==> config.mk <==
export PLATFORM = sky130hd
export DESIGN_NAME = adder_rr_arbiter_flat
export DESIGN_NICKNAME = d
export VERILOG_FILES = /design/src/rtl/adder_rr_arbiter_if.sv /design/src/rtl/adder_rr_arbiter.sv /design/src/flat_wrapper.sv
export SDC_FILE = /design/constraint.sdc
export NUM_CORES = 1
export LEC_CHECK = 0
export BUFFER_PORTS_ARGS = -buffer_cell sky130_fd_sc_hd__buf_2
export CORE_MARGIN = 2
export CORE_UTILIZATION = 51
export DETAILED_ROUTE_END_ITERATION = 10
export GPL_TIMING_DRIVEN = 0
export PLACE_DENSITY_LB_ADDON = 0.08
export SETUP_SLACK_MARGIN = 0.1
export SLEW_MARGIN = 20
export SYNTH_ARGS = -nofsm -noshare
export SYNTH_HDL_FRONTEND = slang
export SYNTH_SLANG_ARGS = --single-unit
==> constraint.sdc <==
create_clock -name clk -period 5.8 [get_ports clk]
set_input_delay 1.16 -clock clk [delete_from_list [all_inputs] [get_ports clk]]
set_output_delay 1.16 -clock clk [all_outputs]
set_load 0.02 [all_outputs]
==> src/rtl/adder_rr_arbiter_if.sv <==
// rtl/adder_rr_arbiter_if.sv - request/result bundle for the shared-adder arbiter
// Signals:
//   req, a_bus, b_bus, cin_bus  - per-requester request and operands (master drives)
//   gnt                         - one-hot grant back to the requesters (slave drives)
//   res_valid/res_ready         - result handshake
//   res_id/res_sum/res_cout/res_ovf - result payload
//   busy, ops_done              - status
interface adder_rr_arbiter_if #(
  parameter int N_REQ = 4,
  parameter int WIDTH = 32,
  parameter int IDW   = 2,
  parameter int CNTW  = 16
);
  logic [N_REQ-1:0]       req;
  logic [N_REQ*WIDTH-1:0] a_bus;
  logic [N_REQ*WIDTH-1:0] b_bus;
  logic [N_REQ-1:0]       cin_bus;
  logic [N_REQ-1:0]       gnt;
  logic                   res_valid;
  logic                   res_ready;
  logic [IDW-1:0]         res_id;
  logic [WIDTH-1:0]       res_sum;
  logic                   res_cout;
  logic                   res_ovf;
  logic                   busy;
  logic [CNTW-1:0]        ops_done;

  modport master (
    output req, a_bus, b_bus, cin_bus, res_ready,
    input  gnt, res_valid, res_id, res_sum, res_cout, res_ovf, busy, ops_done
  );

  modport slave (
    input  req, a_bus, b_bus, cin_bus, res_ready,
    output gnt, res_valid, res_id, res_sum, res_cout, res_ovf, busy, ops_done
  );
endinterface

==> src/rtl/adder_rr_arbiter.sv <==
// rtl/adder_rr_arbiter.sv - round-robin sequencer sharing one signed adder among requesters
// Ports:
//   clk - clock, all state updates on rising edge
//   rst - asynchronous active-high reset
//   bus - adder_rr_arbiter_if.slave: requests/operands in, one-hot gnt out,
//         registered result with valid/ready handshake, busy and ops_done status
module adder_rr_arbiter #(
  parameter int N_REQ = 4,
  parameter int WIDTH = 32,
  parameter int IDW   = 2,
  parameter int CNTW  = 16
) (
  input  logic              clk,
  input  logic              rst,
  adder_rr_arbiter_if.slave bus
);

  typedef enum logic [1:0] {
    IDLE = 2'd0,
    ADD  = 2'd1,
    OUT  = 2'd2
  } state_t;

  state_t           state_q, state_d;
  logic [IDW-1:0]   ptr_q, ptr_d;
  logic [WIDTH-1:0] a_q, a_d;
  logic [WIDTH-1:0] b_q, b_d;
  logic             cin_q, cin_d;
  logic [IDW-1:0]   id_q, id_d;
  logic [WIDTH-1:0] sum_q, sum_d;
  logic             cout_q, cout_d;
  logic             ovf_q, ovf_d;
  logic [IDW-1:0]   res_id_q, res_id_d;
  logic [CNTW-1:0]  ops_q, ops_d;

  // Round-robin pick: scan ptr+1, ptr+2, ... wrapping; first requester found wins.
  logic             win_found;
  logic [IDW-1:0]   win_id;
  int               cand;
  logic [IDW-1:0]   cand_idx;

  always_comb begin
    win_found = 1'b0;
    win_id    = '0;
    cand      = 0;
    cand_idx  = '0;
    for (int k = 1; k <= N_REQ; k++) begin
      cand = int'(ptr_q) + k;
      if (cand >= N_REQ) cand = cand - N_REQ;
      cand_idx = IDW'(cand);
      if (!win_found && bus.req[cand_idx]) begin
        win_found = 1'b1;
        win_id    = cand_idx;
      end
    end
  end

  // Shared adder on the latched operands; one extra bit carries the unsigned carry out.
  logic [WIDTH:0] add_full;
  logic           add_ovf;

  assign add_full = {1'b0, a_q} + {1'b0, b_q} + {{WIDTH{1'b0}}, cin_q};
  assign add_ovf  = (a_q[WIDTH-1] == b_q[WIDTH-1]) && (add_full[WIDTH-1] != a_q[WIDTH-1]);

  // Grant is combinational and only offered in IDLE; held off while reset is asserted
  // so every output shows its reset value immediately.
  always_comb begin
    bus.gnt = '0;
    if (state_q == IDLE && win_found && !rst) bus.gnt[win_id] = 1'b1;
  end

  always_comb begin
    state_d  = state_q;
    ptr_d    = ptr_q;
    a_d      = a_q;
    b_d      = b_q;
    cin_d    = cin_q;
    id_d     = id_q;
    sum_d    = sum_q;
    cout_d   = cout_q;
    ovf_d    = ovf_q;
    res_id_d = res_id_q;
    ops_d    = ops_q;
    unique case (state_q)
      IDLE: begin
        if (win_found) begin
          ptr_d   = win_id;
          a_d     = bus.a_bus[win_id*WIDTH +: WIDTH];
          b_d     = bus.b_bus[win_id*WIDTH +: WIDTH];
          cin_d   = bus.cin_bus[win_id];
          id_d    = win_id;
          state_d = ADD;
        end
      end
      ADD: begin
        sum_d    = add_full[WIDTH-1:0];
        cout_d   = add_full[WIDTH];
        ovf_d    = add_ovf;
        res_id_d = id_q;
        state_d  = OUT;
      end
      OUT: begin
        if (bus.res_ready) begin
          ops_d   = ops_q + CNTW'(1);
          state_d = IDLE;
        end
      end
      default: state_d = IDLE;
    endcase
  end

  always_ff @(posedge clk or posedge rst) begin
    if (rst) begin
      state_q  <= IDLE;
      ptr_q    <= IDW'(N_REQ - 1);
      a_q      <= '0;
      b_q      <= '0;
      cin_q    <= 1'b0;
      id_q     <= '0;
      sum_q    <= '0;
      cout_q   <= 1'b0;
      ovf_q    <= 1'b0;
      res_id_q <= '0;
      ops_q    <= '0;
    end else begin
      state_q  <= state_d;
      ptr_q    <= ptr_d;
      a_q      <= a_d;
      b_q      <= b_d;
      cin_q    <= cin_d;
      id_q     <= id_d;
      sum_q    <= sum_d;
      cout_q   <= cout_d;
      ovf_q    <= ovf_d;
      res_id_q <= res_id_d;
      ops_q    <= ops_d;
    end
  end

  assign bus.res_valid = (state_q == OUT);
  assign bus.busy      = (state_q != IDLE);
  assign bus.res_id    = res_id_q;
  assign bus.res_sum   = sum_q;
  assign bus.res_cout  = cout_q;
  assign bus.res_ovf   = ovf_q;
  assign bus.ops_done  = ops_q;

endmodule

==> src/flat_wrapper.sv <==
// flat-port wrapper written by rule: the top's interface ports become plain ports
module adder_rr_arbiter_flat 
#(
  parameter int N_REQ = 4,
  parameter int WIDTH = 32,
  parameter int IDW   = 2,
  parameter int CNTW  = 16
)
  (clk, rst, bus_req, bus_a_bus, bus_b_bus, bus_cin_bus, bus_res_ready, bus_gnt, bus_res_valid, bus_res_id, bus_res_sum, bus_res_cout, bus_res_ovf, bus_busy, bus_ops_done);
  adder_rr_arbiter_if #(.N_REQ(N_REQ), .WIDTH(WIDTH), .IDW(IDW), .CNTW(CNTW)) bus_i ();
  input  logic clk;
  input  logic rst;
  input wire logic [$bits(bus_i.req)-1:0] bus_req;
  input wire logic [$bits(bus_i.a_bus)-1:0] bus_a_bus;
  input wire logic [$bits(bus_i.b_bus)-1:0] bus_b_bus;
  input wire logic [$bits(bus_i.cin_bus)-1:0] bus_cin_bus;
  input wire logic [$bits(bus_i.res_ready)-1:0] bus_res_ready;
  output wire logic [$bits(bus_i.gnt)-1:0] bus_gnt;
  output wire logic [$bits(bus_i.res_valid)-1:0] bus_res_valid;
  output wire logic [$bits(bus_i.res_id)-1:0] bus_res_id;
  output wire logic [$bits(bus_i.res_sum)-1:0] bus_res_sum;
  output wire logic [$bits(bus_i.res_cout)-1:0] bus_res_cout;
  output wire logic [$bits(bus_i.res_ovf)-1:0] bus_res_ovf;
  output wire logic [$bits(bus_i.busy)-1:0] bus_busy;
  output wire logic [$bits(bus_i.ops_done)-1:0] bus_ops_done;
  assign bus_i.req = bus_req;
  assign bus_i.a_bus = bus_a_bus;
  assign bus_i.b_bus = bus_b_bus;
  assign bus_i.cin_bus = bus_cin_bus;
  assign bus_i.res_ready = bus_res_ready;
  assign bus_gnt = bus_i.gnt;
  assign bus_res_valid = bus_i.res_valid;
  assign bus_res_id = bus_i.res_id;
  assign bus_res_sum = bus_i.res_sum;
  assign bus_res_cout = bus_i.res_cout;
  assign bus_res_ovf = bus_i.res_ovf;
  assign bus_busy = bus_i.busy;
  assign bus_ops_done = bus_i.ops_done;
  adder_rr_arbiter #(.N_REQ(N_REQ), .WIDTH(WIDTH), .IDW(IDW), .CNTW(CNTW)) u_core (.clk(clk), .rst(rst), .bus(bus_i));
endmodule
==> flow_metrics.env <==
export IMPL_fin_util_pct=67.5
export IMPL_row_count=47
export IMPL_drt_pass1_iter_count=6
export IMPL_start_util_pct=52.1
export IMPL_use_met3_pct=6.27
export IMPL_area_growth_syn_to_layout_pct=29.6
export IMPL_port_buffers=324
export IMPL_crit_path_start_kind="primary input"
export IMPL_hp_class="reg -> reg"
export IMPL_synth_top_cell_area_share_pct=35.1
export IMPL_synthArstFlopShare_pct=100
export IMPL_synth_warning_count=0
export IMPL_syn_num_nets=1215
export IMPL_dpl_hpwl_microns=21700
export IMPL_overflow=0
export IMPL_worstPathRequired_ps=4640
export IMPL_synth_area_sq_mm=0.00864
export IMPL_synth_area_leaders="dfrtp_1 35%, a211oi_1 12%, mux2i_1 8.0%, a21o_1 6.8%, nor2b_1 5.1%"
export IMPL_cpPeakStageDelay_ps=290
export IMPL_cts_buffer_depth=2
export IMPL_cts_tree="yes"
export IMPL_die_h_microns=134
export IMPL_drtAntennaViolNets=0
export IMPL_nets=1559
export IMPL_slowest_stage="buf_4"
export IMPL_cp_arrival_ps=3080
export IMPL_clkSinkCount=123
export IMPL_htreeDepth=4
export IMPL_yosysTopAreaCell="dfrtp_1"
export IMPL_gp_congestion=0.888
export IMPL_power_density_mw_per_mm2=645
export IMPL_grt_pass1_vias=8200
export IMPL_grt_antenna_before_repair=2
export IMPL_mostFrequentLayoutCells="340 x buf_2, 135 x a211oi_1, 121 x dfrtp_1"
export IMPL_grt_use_met2_pct=51.5
export IMPL_postSynthCellCount=914
export IMPL_synth_edf_count=0
export IMPL_wire_per_inst_microns=18.5
export IMPL_ys_seq_area_share_pct=35.7
export IMPL_fin_tns_setup_ps=0
export IMPL_p_leak_nw=5.69
export IMPL_grtUsageMet1_pct=40.0
export IMPL_cp_common_cell="buf_2"
export IMPL_insertion_delay_ps=420
export IMPL_cts_reportedPaths_clkPinSlew_ps=50
export IMPL_critical_path_buf_inv_count=5
export IMPL_cts_hold_buf=0
export IMPL_report_final_slew_viol_count=0
export IMPL_synth_seq_cells=123
export IMPL_mostFrequentLayoutCell="buf_2"
export IMPL_ys_flop_type="dfrtp_1"
export IMPL_wl_microns=27500
export IMPL_post_cts_buffers=0
export IMPL_setup_violations=0
export IMPL_layout_drive_gt1_share_pct=32.0
export IMPL_clock_skew_ps=9.16
export IMPL_die_area_sq_mm=0.0180
export IMPL_ios=325
export IMPL_cts_root_buf="clkbuf_16"
export IMPL_hold_viol=0
export IMPL_critPathTopFamily="buffers and inverters"
export IMPL_netlist_cell_type_count=66
export IMPL_syn_area_per_cell_sq_um=9.45
export IMPL_post_drt_via_cell_ratio=5.66
export IMPL_grt_usage_pct=30.7
export IMPL_relSlewSlack_pct=57.2
export IMPL_max_vdd_ir_drop_mv=0.300
export IMPL_gr_max_usage_layer="met2"
export IMPL_fmax_ghz=0.236
export IMPL_vias=8440
export IMPL_worstSetupPathType="in -> out"
export IMPL_die_w_microns=134
export IMPL_finalCritPeriodShare_pct=73.1
export IMPL_status="completed"
export IMPL_path_cells="buf_2 > a21oi_1 > a31oi_1 > a21oi_2 > buf_4 > buf_4 > buf_2 > nor4b_1 > buf_2"
export IMPL_whs_ps=461
export IMPL_grt_pass1_wl_microns=42900
export IMPL_pre_cts_ws_ps=1610
export IMPL_tightest_slew_ps=642
export IMPL_cp_max_fo=10
export IMPL_first_iter_violations=510
export IMPL_cap_violations=0
export IMPL_cts_resized=0
export IMPL_setup_slack_ps=1560
export IMPL_post_route_min_period_ps=4240
export IMPL_grt_max_degree=76
export IMPL_end_kind="output port"
export IMPL_rsz0062_at_grt="false"
export IMPL_core_area_sq_mm=0.0166
export IMPL_drc=0
export IMPL_numCtsBuffers=17
synth_stat cells (all sizes together), types with 3 or more instances:
cell and instances:
mux2i 69, o21ai 48, a21boi 3, dfrtp 121, nand4 7, a21oi 37, buf 26, o211ai 6
nand3 18, xnor2 22, nor3 9, nand2b 3, nor2 25, clkbuf 41, and3 11, a211oi 138
nand2 63, xor2 20, a21o 78, o21bai 3, nor2b 70, mux2 3, ha 32, a221oi 3
inv 16, o31ai 3, a31oi 5
cells by family after synthesis:
group	synth area share, %
buf+inv	4.53
compound gates	28.7
fa+ha+maj	5.10
xor+xnor	4.26
simple gates	13.4
flops	35.7
mux	8.39
final cells by class:
class	count	area (sq um)
inverter	16	65.1
antenna	2	5.00
sequential	123	3080
timing repair buffer	325	1650
fill	1383	5390
clock buffer	22	484
clock inverter	8	140
buffer	67	332
multi-input combinational	708	5170
tap	220	275
through the flow:
stage	std cells	total power, W	cell area (sq um)
after floorplan	914	0.00476	8640
after global placement	1458	0.00596	10500
after detailed placement	1459	0.00603	10600
after CTS	1489	0.00718	11200
after global routing	1489	0.00772	11200
final	1491	0.00722	11200
routing by layer:
layer / routed length (microns) / vias up
li1: - / 4095
met1: 11700 / 3958
met2: 13300 / 340
met3: 1910 / 47
met4: 647 / 0
met5: 0 / -
power by group:
group | internal (W) | leakage (nW) | switching, W | total (W)
registers | 0.00128 | 1.51 | 0.000245 | 0.00152
logic | 0.00174 | 3.87 | 0.00282 | 0.00457
clock network | 0.000756 | 0.312 | 0.000374 | 0.00113
total | 0.00378 | 5.69 | 0.00344 | 0.00722
state kept, by name, indices dropped and copies added, names as in the netlist:
register,flops
u_core.bus.res_sum,32
u_core.cin_q,1
u_core.ptr_q,2
u_core.state_q,2
u_core.bus.res_id,2
u_core.bus.res_ovf,1
u_core.a_q,32
u_core.b_q,32
u_core.id_q,2
u_core.bus.ops_done,16
u_core.bus.res_cout,1
worst paths after layout:
check,depth (start not counted),end,from,slack (ps)
max in group asynchronous,3,u_core.ptr_q[0],rst,4280
setup / recovery,9,bus_gnt[2],bus_req[0],1560
hold / removal,1,u_core.bus.ops_done[15],u_core.bus.ops_done[15],460
min in group asynchronous,2,u_core.bus.ops_done[2],rst,790
hold reg to reg,1,u_core.bus.ops_done[15],u_core.bus.ops_done[15],460
setup reg to reg,9,u_core.bus.res_sum[28],u_core.cin_q,2690
Power figures use the tool's default switching activity.
